`src/rtl/inst_fetch_unit.sv`:
```
// inst_fetch_unit: fetch stage between the PC register and decode.
// Optional macro IF_TIMEOUT_EN adds a bounded WAIT with a sticky fetch_err.
module inst_fetch_unit #(
    parameter int ADDR_W  = 32,
    parameter int DATA_W  = 32,
    parameter int TIMEOUT = 64
) (
    input  logic              clk,
    input  logic              reset,
    input  logic [ADDR_W-1:0] pc_addr,
    output logic              pc_wre,
    input  logic              flush,
    output logic              mem_req,
    output logic [ADDR_W-1:0] mem_addr,
    input  logic              mem_gnt,
    input  logic              mem_rvalid,
    input  logic [DATA_W-1:0] mem_rdata,
    output logic [DATA_W-1:0] ir,
    output logic              ir_valid,
    input  logic              ir_ready,
    output logic              misalign,
    output logic              fetch_err
);

    typedef enum logic [1:0] {
        S_IDLE,
        S_REQ,
        S_WAIT,
        S_HOLD
    } state_t;

    state_t              r_state;
    state_t              w_state_nxt;
    logic [ADDR_W-1:0]   r_addr;
    logic [DATA_W-1:0]   r_ir;
    logic                r_ir_valid;
    logic                r_misalign;
    logic                r_drop;

    logic                w_misal;
    logic                w_mem_req;
    logic                w_pc_wre;
    logic                w_ld_data;
    logic                w_ld_nop;
    logic                w_ld_err;
    logic                w_set_drop;
    logic                w_tout;

    assign w_misal = (pc_addr[1:0] != 2'b00);

`ifdef IF_TIMEOUT_EN
    localparam int TW = $clog2(TIMEOUT + 1);

    logic [TW-1:0] r_timer;
    logic          r_err;

    assign w_tout    = (r_timer == TW'(TIMEOUT - 1));
    assign fetch_err = r_err;

    // Count consecutive WAIT cycles; restart whenever WAIT is left.
    always_ff @(posedge clk) begin
        if (!reset) begin
            r_timer <= '0;
        end else if (r_state == S_WAIT && w_state_nxt == S_WAIT) begin
            r_timer <= r_timer + TW'(1);
        end else begin
            r_timer <= '0;
        end
    end

    // Sticky timeout flag, cleared only by flush or reset.
    always_ff @(posedge clk) begin
        if (!reset) begin
            r_err <= 1'b0;
        end else if (flush) begin
            r_err <= 1'b0;
        end else if (w_ld_err) begin
            r_err <= 1'b1;
        end
    end
`else
    // Without the timer WAIT is unbounded; the term keeps TIMEOUT referenced.
    assign w_tout    = 1'b0 && (TIMEOUT > 0);
    assign fetch_err = 1'b0;
`endif

    // Next-state and handshake decode; flush always wins over ready/rvalid.
    always_comb begin
        w_state_nxt = r_state;
        w_mem_req   = 1'b0;
        w_pc_wre    = 1'b0;
        w_ld_data   = 1'b0;
        w_ld_nop    = 1'b0;
        w_ld_err    = 1'b0;
        w_set_drop  = 1'b0;
        unique case (r_state)
            S_IDLE: begin
                w_state_nxt = S_REQ;
            end
            S_REQ: begin
                if (flush) begin
                    w_state_nxt = S_REQ;
                end else if (w_misal) begin
                    w_ld_nop    = 1'b1;
                    w_state_nxt = S_HOLD;
                end else begin
                    w_mem_req = 1'b1;
                    if (mem_gnt) begin
                        w_state_nxt = S_WAIT;
                    end
                end
            end
            S_WAIT: begin
                if (flush) begin
                    // A response in the flush cycle is simply discarded.
                    if (mem_rvalid) begin
                        w_state_nxt = S_REQ;
                    end else begin
                        w_set_drop = 1'b1;
                    end
                end else if (mem_rvalid) begin
                    if (r_drop) begin
                        w_state_nxt = S_REQ;
                    end else begin
                        w_ld_data   = 1'b1;
                        w_state_nxt = S_HOLD;
                    end
                end else if (w_tout) begin
                    w_ld_err    = 1'b1;
                    w_set_drop  = 1'b1;
                    w_state_nxt = S_HOLD;
                end
            end
            S_HOLD: begin
                if (flush) begin
                    w_state_nxt = S_REQ;
                end else if (ir_ready) begin
                    w_pc_wre    = 1'b1;
                    w_state_nxt = S_REQ;
                end
            end
            default: begin
                w_state_nxt = S_IDLE;
            end
        endcase
    end

    // State register; reset also aborts any in-flight fetch.
    always_ff @(posedge clk) begin
        if (!reset) begin
            r_state <= S_IDLE;
        end else begin
            r_state <= w_state_nxt;
        end
    end

    // Remember the granted address so mem_addr stays defined outside REQ.
    always_ff @(posedge clk) begin
        if (!reset) begin
            r_addr <= '0;
        end else if (w_mem_req && mem_gnt) begin
            r_addr <= pc_addr;
        end
    end

    // Instruction register and its valid bit toward decode.
    always_ff @(posedge clk) begin
        if (!reset) begin
            r_ir       <= '0;
            r_ir_valid <= 1'b0;
        end else if (flush) begin
            r_ir_valid <= 1'b0;
        end else if (w_ld_data) begin
            r_ir       <= mem_rdata;
            r_ir_valid <= 1'b1;
        end else if (w_ld_nop || w_ld_err) begin
            r_ir       <= '0;
            r_ir_valid <= 1'b1;
        end else if (w_pc_wre) begin
            r_ir_valid <= 1'b0;
        end
    end

    // Sticky misalignment flag, cleared only by flush or reset.
    always_ff @(posedge clk) begin
        if (!reset) begin
            r_misalign <= 1'b0;
        end else if (flush) begin
            r_misalign <= 1'b0;
        end else if (w_ld_nop) begin
            r_misalign <= 1'b1;
        end
    end

    // Drop marker: the next response belongs to an abandoned fetch.
    always_ff @(posedge clk) begin
        if (!reset) begin
            r_drop <= 1'b0;
        end else if (w_set_drop) begin
            r_drop <= 1'b1;
        end else if (r_drop && mem_rvalid) begin
            r_drop <= 1'b0;
        end
    end

    assign mem_req  = reset & w_mem_req;
    assign pc_wre   = reset & w_pc_wre;
    assign mem_addr = (r_state == S_REQ) ? pc_addr : r_addr;
    assign ir       = r_ir;
    assign ir_valid = r_ir_valid;
    assign misalign = r_misalign;

endmodule

```
`config.mk`:
```
export PLATFORM = sky130hd
export DESIGN_NAME = inst_fetch_unit
export DESIGN_NICKNAME = d
export VERILOG_FILES = /design/src/rtl/inst_fetch_unit.sv
export SDC_FILE = /design/constraint.sdc
export NUM_CORES = 1
export LEC_CHECK = 0
export BUFFER_PORTS_ARGS = -buffer_cell sky130_fd_sc_hd__buf_2
export CORE_MARGIN = 1.5
export CORE_UTILIZATION = 40
export CTS_CLUSTER_SIZE = 8
export DETAILED_ROUTE_END_ITERATION = 8
export PLACE_DENSITY = 0.68
export SLEW_MARGIN = 10
export SYNTH_ARGS = -nofsm -noshare
export SYNTH_HDL_FRONTEND = slang
export SYNTH_SLANG_ARGS = --single-unit
```
`constraint.sdc`:
```
create_clock -name clk -period 1.9 [get_ports clk]
set_clock_uncertainty 0.2 [all_clocks]
set_input_delay 0 -clock clk [delete_from_list [all_inputs] [get_ports clk]]
set_output_delay 0 -clock clk [all_outputs]
set_load 0.01 [all_outputs]
```
==> qor.csv <==
metric;value;unit
p_leak;2.174;nW
rsz0062_at_grt;true;
ios;139;
synthesis.area;3387;sq um
initial_core_util;0.4122;
period_minus_slack;1.848;ns
die_w;95.02;um
fp.dieH;95.02;um
cpMaxStageDelayCell;or4b_4;
yosysSeqAreaShare;0.4078;
dpl.hpwl;5.910;mm
critPathKind;reg2out;
use_met1;0.2747;
drv_slew;0;
syn_to_final_growth;53.68;%
layout_common_cells;buf_2, dlygate4sd3_1, dfxtp_1;
gp_congestion;0.8008;
row_count;33;
cp.required;1.70;ns
whs;0.05397;ns
netlist_top_cells_area;dfxtp_1, mux2_2, a21boi_1;
detail_route.wl_per_cell;15.11;um
dieArea;9029;sq um
hold_viol;0;
critPathMaxFanout;4;
numPortBuffers;137;
regArea;1389;sq um
final_common_cell;buf_2;
worstSetupEndpointType;output pin;
stdcell_count;675;
grt_use_total;0.2188;
grt_use_met2;0.3667;
numCtsBuffers;9;
top_usage_layer;met2;
first_iter_violations;157;
multiInputGateArea;1847;sq um
grt-ovfl-total;0;
power_density;698.6;nW/um^2
grt_start_max_net_pins;36;
vias;3565;
worstPathArrival;1.65;ns
grt_pass1_vias;3216;
synth_area_leader_cell;dfxtp_1;
crit_chain;inv_4 -> ha_4 -> or4b_4 -> nor2_4 -> buf_6;
finalSetupViolations;0;
clock_latency;0.34;ns
ys_types;36;
cts.sinks;69;
yosys_warnings;0;
dr.pass1.iters;4;
antenna_found_initial;0;
max-vdd-ir-drop;0.3943;mV
cts_root_buf;clkbuf_8;
core_area;8217;sq um
num-fill-cells;656;
cts_buffer_depth;2;
fmax;0.5411;GHz
diodes;0;
clkTransAtPathRegs;0.08;ns
drive_gt1_frac;0.3754;
synth.avg_cell_area;9.129;sq um
detail-route-antenna-nets;0;
critical-path-top-delay-family;simple AND/OR/NAND/NOR gates;
place_inst;586;
synth_seq_cells;69;
yosysTopAreaCellShare;0.4078;
cts_tree;done;
postSynthCellCount;371;
nNetsFinal;639;
avgViaCountPerCell;5.281;
cp-start-kind;flip-flop;
cap_violations;0;
drc_errors;0;
critPathBufInv;2;
crit_path_max_incr_delay;0.49;ns
hold_path_class;in2reg;
setup_tns;0;ns
wl;10.20;mm
fin_crit_sh;0.9726;
grt_pass1_wl;15.47;mm
use_met3;0.05742;
synth_nets;445;
status;finished, final reports clean;
final_util;0.6335;
htreeDepth;3;
cell type report:
| type | count | share of cell area |
|---|---|---|
| Inverter | 5 | 0.004087 |
| Tap cell | 105 | 0.02524 |
| Sequential cell | 69 | 0.2668 |
| Timing Repair Buffer | 224 | 0.3031 |
| Multi-Input combinational cell | 256 | 0.3548 |
| Clock buffer | 10 | 0.02452 |
| Clock inverter | 6 | 0.02139 |
report_power, final:
part           internal, mW  total (mW)  switching (mW)
clock network         0.872        1.45           0.575
logic                 0.384       0.713           0.329
registers              1.46        1.48          0.0139
through the flow:
step	setup WS, ns	instance area (sq um)	power (mW)
2_1_floorplan	0.1976	3387	1.834
3_3_place_gp	0.07175	4161	2.053
3_5_place_dp	0.01816	4161	2.058
4_1_cts	-0.05393	5145	3.644
5_1_grt	-0.008734	5205	3.780
6_report	0.05197	5205	3.636
layer usage:
| layer | part of all wire | vias up |
|---|---|---|
| li1 | - | 1743 |
| met1 | 0.44 | 1669 |
| met2 | 0.48 | 141 |
| met3 | 0.066 | 12 |
| met4 | 0.012 | 0 |
| met5 | 0 | - |
flip-flops by register name, indices dropped and copies added, names as in the netlist:
| register | flops |
|---|---|
| ir | 32 |
| ir_valid | 1 |
| misalign | 1 |
| r_addr | 32 |
| r_drop | 1 |
| r_state | 2 |
Yosys cell counts:
master and n:
a21boi_0 6, a21boi_1 33, a21oi_1 27, a221o_1 1
a221oi_1 1, a311oi_1 1, and3_1 2, buf_1 3
buf_2 22, buf_4 1, buf_6 3, clkbuf_1 13
clkinv_1 1, conb_1 1, dfxtp_1 69, ha_1 4
inv_1 4, mux2_2 32, mux2i_1 1, nand2_1 17
nand2b_1 1, nand3_1 30, nand3b_1 18, nand4bb_1 1
nor2_1 5, nor2b_1 2, nor3b_1 2, nor4b_1 1
nor4b_4 1, nor4bb_1 1, o211ai_1 32, o21ai_0 2
o21ai_1 30, o31ai_1 1, or2_2 1, or4b_4 1
worst reg2reg max path, stage by stage, from the launching register on:
cell	delay, ns
dfxtp_4	0.37
inv_4	0.07
ha_4	0.13
or4b_4	0.49
buf_4	0.22
o21ai_0	0.16
a21boi_1	0.08
path summary, 6_finish.rpt:
path / end / slack, ns / depth (start not counted) / from
worst max-delay path: mem_req / 0.05 / 5 / r_state[1]$_SDFFE_PN0P_
worst min-delay path: r_addr[18]$_SDFFE_PN0P_ / 0.05 / 5 / flush
worst max register to register: r_addr[2]$_SDFFE_PN0P_ / 0.07 / 6 / r_state[1]$_SDFFE_PN0P_
worst min register to register: misalign$_SDFFE_PP0P_ / 0.24 / 2 / misalign$_SDFFE_PP0P_
logic make-up after synthesis:
kind of cell             after synthesis  share of synthesized area
adder cells (fa/ha/maj)                4                    0.01478
multiplexers                          33                     0.1093
buffers and inverters                 47                    0.06797
flip-flops                            69                     0.4078
other                                  1                   0.001107
AO/OA/AOI/OAI                        134                     0.2549
AND/OR/NAND/NOR                       83                     0.1441
repair_timing:
action,CTS,global route
hold buffers,70,0
buffers inserted,1,1
setup endpoints to repair,33,61
gates cloned,1,0
endpoints found under the hold margin,66,0
resized for setup,7,13
pin swaps,0,1
Power figures use the tool's default switching activity.
